==> src/rtl/seg7_scan_driver_if.sv <==
// rtl/seg7_scan_driver_if.sv - display data in / segment+digit drive out bundle for seg7_scan_driver
interface seg7_scan_driver_if #(
    parameter int NUM_DIG = 6
);
    logic [4*NUM_DIG-1:0] data;
    logic [NUM_DIG-1:0]   dp;
    logic [NUM_DIG-1:0]   blank;
    logic [3:0]           bright;
    logic [7:0]           seg;
    logic [NUM_DIG-1:0]   dig;
    logic                 frame_start;

    modport master (
        output data, dp, blank, bright,
        input  seg, dig, frame_start
    );

    modport slave (
        input  data, dp, blank, bright,
        output seg, dig, frame_start
    );
endinterface

==> src/rtl/seg7_scan_driver.sv <==
// rtl/seg7_scan_driver.sv - multiplexed 7-segment scan driver with frame snapshots and duty control
// Optional leading-zero blanking: define SEG7_LZ_BLANK_EN.
module seg7_scan_driver #(
    parameter int NUM_DIG = 6,
    parameter int CLK_DIV = 25000
) (
    input  logic               clkin,
    input  logic               rst_n,
    seg7_scan_driver_if.slave  disp
);
    localparam int PW = $clog2(CLK_DIV + 1);
    localparam int SW = $clog2(NUM_DIG);
    localparam logic [PW-1:0] PRESC_MAX = PW'(CLK_DIV - 1);
    localparam logic [SW-1:0] SLOT_MAX  = SW'(NUM_DIG - 1);

    logic [PW-1:0]        presc;
    logic [PW-1:0]        on_thr;
    logic [SW-1:0]        slot;
    logic                 started;
    logic [4*NUM_DIG-1:0] data_snap;
    logic [NUM_DIG-1:0]   dp_snap;
    logic [NUM_DIG-1:0]   blank_snap;
    logic [NUM_DIG-1:0]   blank_eff;
    logic                 tick;
    logic                 snap_en;
    logic                 lit;
    logic [3:0]           code;
    logic [6:0]           glyph;
    logic [31:0]          thr_wide;

    assign tick     = (presc == PRESC_MAX);
    // first cycle after reset release also snapshots, so slot 0 never shows stale zeros
    assign snap_en  = !started || (tick && (slot == SLOT_MAX));
    assign thr_wide = ((32'(disp.bright) + 32'd1) * 32'(CLK_DIV)) >> 4;
    assign code     = data_snap[4*slot +: 4];

`ifdef SEG7_LZ_BLANK_EN
    logic lead;
    always_comb begin
        lead      = 1'b1;
        blank_eff = blank_snap;
        for (int i = NUM_DIG - 1; i > 0; i--) begin
            if (lead && (data_snap[4*i +: 4] == 4'd0) && !dp_snap[i]) begin
                blank_eff[i] = 1'b1;
            end else begin
                lead = 1'b0;
            end
        end
    end
`else
    assign blank_eff = blank_snap;
`endif

    // the tick cycle is always dark: this is the inter-digit anti-ghosting break
    assign lit = !tick && (presc < on_thr) && !blank_eff[slot];

    always_comb begin
        glyph = 7'b0000000;
        case (code)
            4'd0:    glyph = 7'b1111110;
            4'd1:    glyph = 7'b0110000;
            4'd2:    glyph = 7'b1101101;
            4'd3:    glyph = 7'b1111001;
            4'd4:    glyph = 7'b0110011;
            4'd5:    glyph = 7'b1011011;
            4'd6:    glyph = 7'b1011111;
            4'd7:    glyph = 7'b1110000;
            4'd8:    glyph = 7'b1111111;
            4'd9:    glyph = 7'b1111011;
            4'd10:   glyph = 7'b0000001;
            4'd11:   glyph = 7'b1000000;
            4'd12:   glyph = 7'b0001000;
            4'd13:   glyph = 7'b0110111;
            4'd14:   glyph = 7'b0001110;
            default: glyph = 7'b0000000;
        endcase
    end

    always_ff @(posedge clkin or negedge rst_n) begin
        if (!rst_n) begin
            presc            <= '0;
            slot             <= '0;
            started          <= 1'b0;
            on_thr           <= '0;
            data_snap        <= '0;
            dp_snap          <= '0;
            blank_snap       <= '0;
            disp.dig         <= '1;
            disp.seg         <= 8'h00;
            disp.frame_start <= 1'b0;
        end else begin
            started <= 1'b1;
            if (snap_en) begin
                data_snap  <= disp.data;
                dp_snap    <= disp.dp;
                blank_snap <= disp.blank;
                on_thr     <= PW'(thr_wide);
            end
            if (started) begin
                presc <= tick ? '0 : presc + 1'b1;
                if (tick) begin
                    slot <= (slot == SLOT_MAX) ? '0 : slot + 1'b1;
                end
                disp.dig         <= lit ? ~(NUM_DIG'(1) << slot) : '1;
                disp.seg         <= lit ? {glyph, dp_snap[slot]} : 8'h00;
                disp.frame_start <= (presc == '0) && (slot == '0);
            end
        end
    end
endmodule

==> src/flat_wrapper.sv <==
// flat-port wrapper written by rule: the top's interface ports become plain ports
module seg7_scan_driver_flat 
#(
    parameter int NUM_DIG = 6,
    parameter int CLK_DIV = 25000
)
  (clkin, rst_n, disp_data, disp_dp, disp_blank, disp_bright, disp_seg, disp_dig, disp_frame_start);
  seg7_scan_driver_if #(.NUM_DIG(NUM_DIG)) disp_i ();
  input  logic clkin;
  input  logic rst_n;
  input wire logic [$bits(disp_i.data)-1:0] disp_data;
  input wire logic [$bits(disp_i.dp)-1:0] disp_dp;
  input wire logic [$bits(disp_i.blank)-1:0] disp_blank;
  input wire logic [$bits(disp_i.bright)-1:0] disp_bright;
  output wire logic [$bits(disp_i.seg)-1:0] disp_seg;
  output wire logic [$bits(disp_i.dig)-1:0] disp_dig;
  output wire logic [$bits(disp_i.frame_start)-1:0] disp_frame_start;
  assign disp_i.data = disp_data;
  assign disp_i.dp = disp_dp;
  assign disp_i.blank = disp_blank;
  assign disp_i.bright = disp_bright;
  assign disp_seg = disp_i.seg;
  assign disp_dig = disp_i.dig;
  assign disp_frame_start = disp_i.frame_start;
  seg7_scan_driver #(.NUM_DIG(NUM_DIG), .CLK_DIV(CLK_DIV)) u_core (.clkin(clkin), .rst_n(rst_n), .disp(disp_i));
endmodule
==> config.mk <==
export PLATFORM = sky130hd
export DESIGN_NAME = seg7_scan_driver_flat
export DESIGN_NICKNAME = d
export VERILOG_FILES = /design/src/rtl/seg7_scan_driver_if.sv /design/src/rtl/seg7_scan_driver.sv /design/src/flat_wrapper.sv
export SDC_FILE = /design/constraint.sdc
export NUM_CORES = 1
export LEC_CHECK = 0
export CORE_UTILIZATION = 50
export CTS_BUF_LIST = sky130_fd_sc_hd__clkbuf_8
export DETAILED_ROUTE_END_ITERATION = 7
export HOLD_SLACK_MARGIN = 0.02
export PLACE_DENSITY = 0.75
export SYNTH_ARGS = -nofsm -noshare
export SYNTH_HDL_FRONTEND = slang
export SYNTH_SLANG_ARGS = --single-unit
==> constraint.sdc <==
create_clock -name clkin -period 4.1 [get_ports clkin]
set_clock_uncertainty 0.05 [all_clocks]
set_input_delay 0.82 -clock clkin [delete_from_list [all_inputs] [get_ports clkin]]
set_output_delay 0.82 -clock clkin [all_outputs]
set_load 0.005 [all_outputs]
==> metrics, run 1 <==
share of Yosys cell area claimed by the top area cell type=between 30% and 40%; grt ovf=0; Worst Hold End=u_core.disp.seg[2]$_DFFE_PN0P_; status=finished, final reports clean; Worst EP arrival=4.25 ns; DIE WIDTH=103 µm; r2r endpoint=u_core.disp.seg[2]$_DFFE_PN0P_; Nets=roughly 650; mapped cell area=around 0.0051 mm²; depth of the CTS H-tree=3; share of cells above drive strength 1=approximately 15%; WL per Instance=16.1 µm; Final period util=a little over nine tenths; reg-to-reg slack, setup=between 0.9 and 1 ns; Post-synth EDFFs=0; count leader, synth=dfrtp_1; WS Path Type=in -> reg; Inst Count DP=670; DPL Wire Length=8100 µm; maximum VDD drop=around 0.00024 V; Synth warnings=0; Routed WL=11,000 µm; CP Launch Type=input pin; initial antenna violation count=0; total negative setup slack=0 ns; global-route wire length before repair=18,100 µm; slowest library cell on the worst path=clkdlybuf4s50_1; synth cell count leaders=79 x dfrtp_1, 54 x ha_1, 33 x inv_1; fin cells=~700; DR top layer=met4; die height=a little over 100 µm; worst hold path type=reg -> reg; Critical Path RT=between 4 and 5 ns; P&R area growth vs syn=21.1%; Syn Inst Count=about 470; f_max=about 250 MHz; max cap viols=0; Std-Cell Rows=36; Via density=5.59; Via Count=around 3,800; Critical Path, Cell by Cell=clkdlybuf4s50_1 -> ha_1 -> and3_2 -> ha_1 -> xnor2_1 -> ha_1 -> ha_1 -> ha_1 -> a211oi_2 -> o21ai_1 -> a31oi_1 -> o21ai_1 -> nor3b_1 -> a211o_1; fin. max-slew vios=0; Setup crit start=disp_bright[0]; detailed-router iteration count before antenna repair=4; syn_area_per_cell=approximately 11 µm²; RSZ-0062 raised after global routing=yes; synthesized flop and latch total=85; Reg clk slew, reported paths=around 0.080 ns; CP max stage delay=0.47 ns; Port Buf Inserts=between 50 and 60; Final ANT Viol Nets=0; hold path cells=1; Tightest Pin Transition=roughly 1.1 ns; Power Dens Cells=slightly below 400 mW/mm²; Synth area leaders=dfrtp_1 39%, ha_1 13%, mux2_2 5.1%; setup violators final=0; Slew headroom=between 20% and 30%; All-Layer GR Usage=between 20 and 25%; Hold Vio Cnt, Final=0; R2R Path Start=u_core.slot[0]$_DFFE_PN0P_; Num CTS Buffers=9; Main synth FF type=dfrtp_1; Reg2Reg Depth=6; Critical Path Fanout Max=4; drc violations=0; Max Root-Sink Buffers=2; vias in the first global route=3,906; CTS tree=done; clock latency on the worst-skew pair=about 0.36 ns; Syn Nets=~570; largest net degree at the start of global routing=86; Final WS setup=around 0.1 ns; register area share after synthesis=approximately two fifths; DR WL met2=about 5300 µm; clk sinks=85; min-delay src=u_core.disp.seg[2]$_DFFE_PN0P_; CP most frequent cell=ha_1; Distinct cells, synth=59; n_diodes=0; starting density of the core=about 52%; pre-CTS setup slack=-0.365 ns; metal3 WL=about 390 µm; Tmin final=around 4.0 ns; die area=~0.011 mm²; Synth area leader=dfrtp_1; Core Area=between 0.009 and 0.01 mm²; Async S/R FF share, synth=100%; WL met1=5090 µm; initial DRC count=141; RePlAce Congestion=roughly 0.85; Critical Path Sink Type=flop; Leakage=approximately 2.8 nW; Ports=57; Root Buffer=clkbuf_8
-- stage by stage --
| step | power, mW | utilization (%) | area (µm²) | hold slack, ns |
|---|---|---|---|---|
| floorplan | 1.47 | - | 5110 | 0.402 |
| global placement | 1.70 | 60.6 | 5950 | 0.414 |
| detailed placement | 1.74 | 60.6 | 5950 | 0.424 |
| CTS | 2.39 | 62.8 | 6170 | 0.445 |
| global route | 2.53 | 63.0 | 6180 | 0.461 |
| finish | 2.38 | 63.0 | 6180 | 0.441 |
-- critical path, delay by kind of cell --
| family | cells | cell delay, ns |
|---|---|---|
| simple gates | 2 | 0.47 |
| compound gates | 5 | 0.91 |
| fa+ha+maj | 5 | 1.38 |
| xor+xnor | 1 | 0.20 |
| buf+inv | 1 | 0.47 |
-- what timing repair did --
action	4_1_cts	5_1_grt
resized for setup	0	7
setup endpoints to repair	0	7
hold buffers	0	0
buffers inserted	0	0
-- state kept, by name, indices dropped and copies added, names as in the netlist --
| register | cells |
|---|---|
| u_core.data_snap | 24 |
| u_core.on_thr | 15 |
| u_core.presc | 15 |
| u_core.disp.seg | 8 |
| u_core.blank_eff | 6 |
| u_core.disp.dig | 6 |
| u_core.dp_snap | 6 |
| u_core.slot | 3 |
| u_core.disp.frame_start | 1 |
| u_core.started | 1 |
-- logic make-up (layout without fill, tap and decap cells) --
family / Yosys count / after routing / share of synthesized area [%]
and+or+nand+nor: 115 / 115 / 11.7
xor gates and xnor gates: 26 / 26 / 4.46
buffers and inverters: 49 / 130 / 4.14
adders and majority gates: 55 / 55 / 13.6
DFF: 85 / 85 / 41.8
muxes: 59 / 59 / 13.3
other: 1 / 1 / 0.0734
AOI/OAI and AO/OA: 81 / 81 / 10.9
-- layer usage --
| layer | global-route usage [%] | up-vias |
|---|---|---|
| met2 | 36.9 | 90 |
| met5 | 0 | - |
| met3 | 3.66 | 16 |
| li1 | - | 1847 |
| met1 | 29.7 | 1874 |
| met4 | 8.13 | 0 |
-- cells in the final DEF, fill, tap and decap left out, types with 3 or more instances in the layout --
| master | n |
|---|---|
| dfstp_2 | 6 |
| clkbuf_8 | 9 |
| buf_4 | 26 |
| xor2_1 | 12 |
| nor2_1 | 29 |
| nand4_1 | 7 |
| o21ai_0 | 12 |
| nand2_1 | 27 |
| and4_1 | 3 |
| nor3_1 | 7 |
| o2bb2ai_1 | 6 |
| mux4_2 | 3 |
| a21oi_1 | 21 |
| and3_1 | 6 |
| dfrtp_1 | 79 |
| o22ai_1 | 4 |
| mux2i_1 | 14 |
| a31oi_1 | 4 |
| mux2_2 | 23 |
| mux2_1 | 19 |
| nand2b_1 | 7 |
| o32a_1 | 3 |
| and2_1 | 3 |
| a21o_1 | 5 |
| clkdlybuf4s50_1 | 55 |
| nand3_1 | 9 |
| o21ai_1 | 5 |
| inv_1 | 34 |
| xnor2_1 | 13 |
| ha_1 | 54 |
| nor4_1 | 3 |
-- worst max path at each step --
stage | end | depth (start not counted)
final | u_core.on_thr[14]$_DFFE_PN0P_ | 14
after global routing | u_core.on_thr[14]$_DFFE_PN0P_ | 14
after floorplan | u_core.on_thr[14]$_DFFE_PN0P_ | 12
after detailed placement | u_core.on_thr[14]$_DFFE_PN0P_ | 14
after CTS | u_core.on_thr[14]$_DFFE_PN0P_ | 14
after global placement | u_core.on_thr[14]$_DFFE_PN0P_ | 13
-- where the power goes --
group | total [mW] | internal [mW] | switching (mW)
Sequential | 1.04 | 0.955 | 0.0841
Combinational | 0.694 | 0.354 | 0.341
Clock | 0.646 | 0.341 | 0.305
Total | 2.38 | 1.65 | 0.730
-- cell type report --
cell class | instances | area (µm²)
timing repair buffer | 82 | 766
inverter | 33 | 124
fill | 849 | 3630
sequential | 85 | 2130
clock inverter | 6 | 88.8
tap | 133 | 166
multi-input combinational | 337 | 2780
clock buffer | 9 | 124
Note: power is estimated with default switching activity, not from simulation.
==> run 2: changes to the inputs <==
CTS_CLUSTER_DIAMETER = 40   (was unset)
TNS_END_PERCENT = 10   (was unset)
==> results of run 2 <==
The final DEF is identical to that of run 1; final timing and power are the same.
==> run 3: changes to the inputs <==
--- a/constraint.sdc
+++ b/constraint.sdc
@@ -3,3 +3,3 @@
 set_input_delay 0.82 -clock clkin [delete_from_list [all_inputs] [get_ports clkin]]
 set_output_delay 0.82 -clock clkin [all_outputs]
-set_load 0.005 [all_outputs]
+set_load 0.02 [all_outputs]
==> results of run 3 <==
Same layout as run 1 (identical final DEF). Status: finished, final reports clean.
Among the figures that moved: total power 2.38 mW -> 2.40 mW
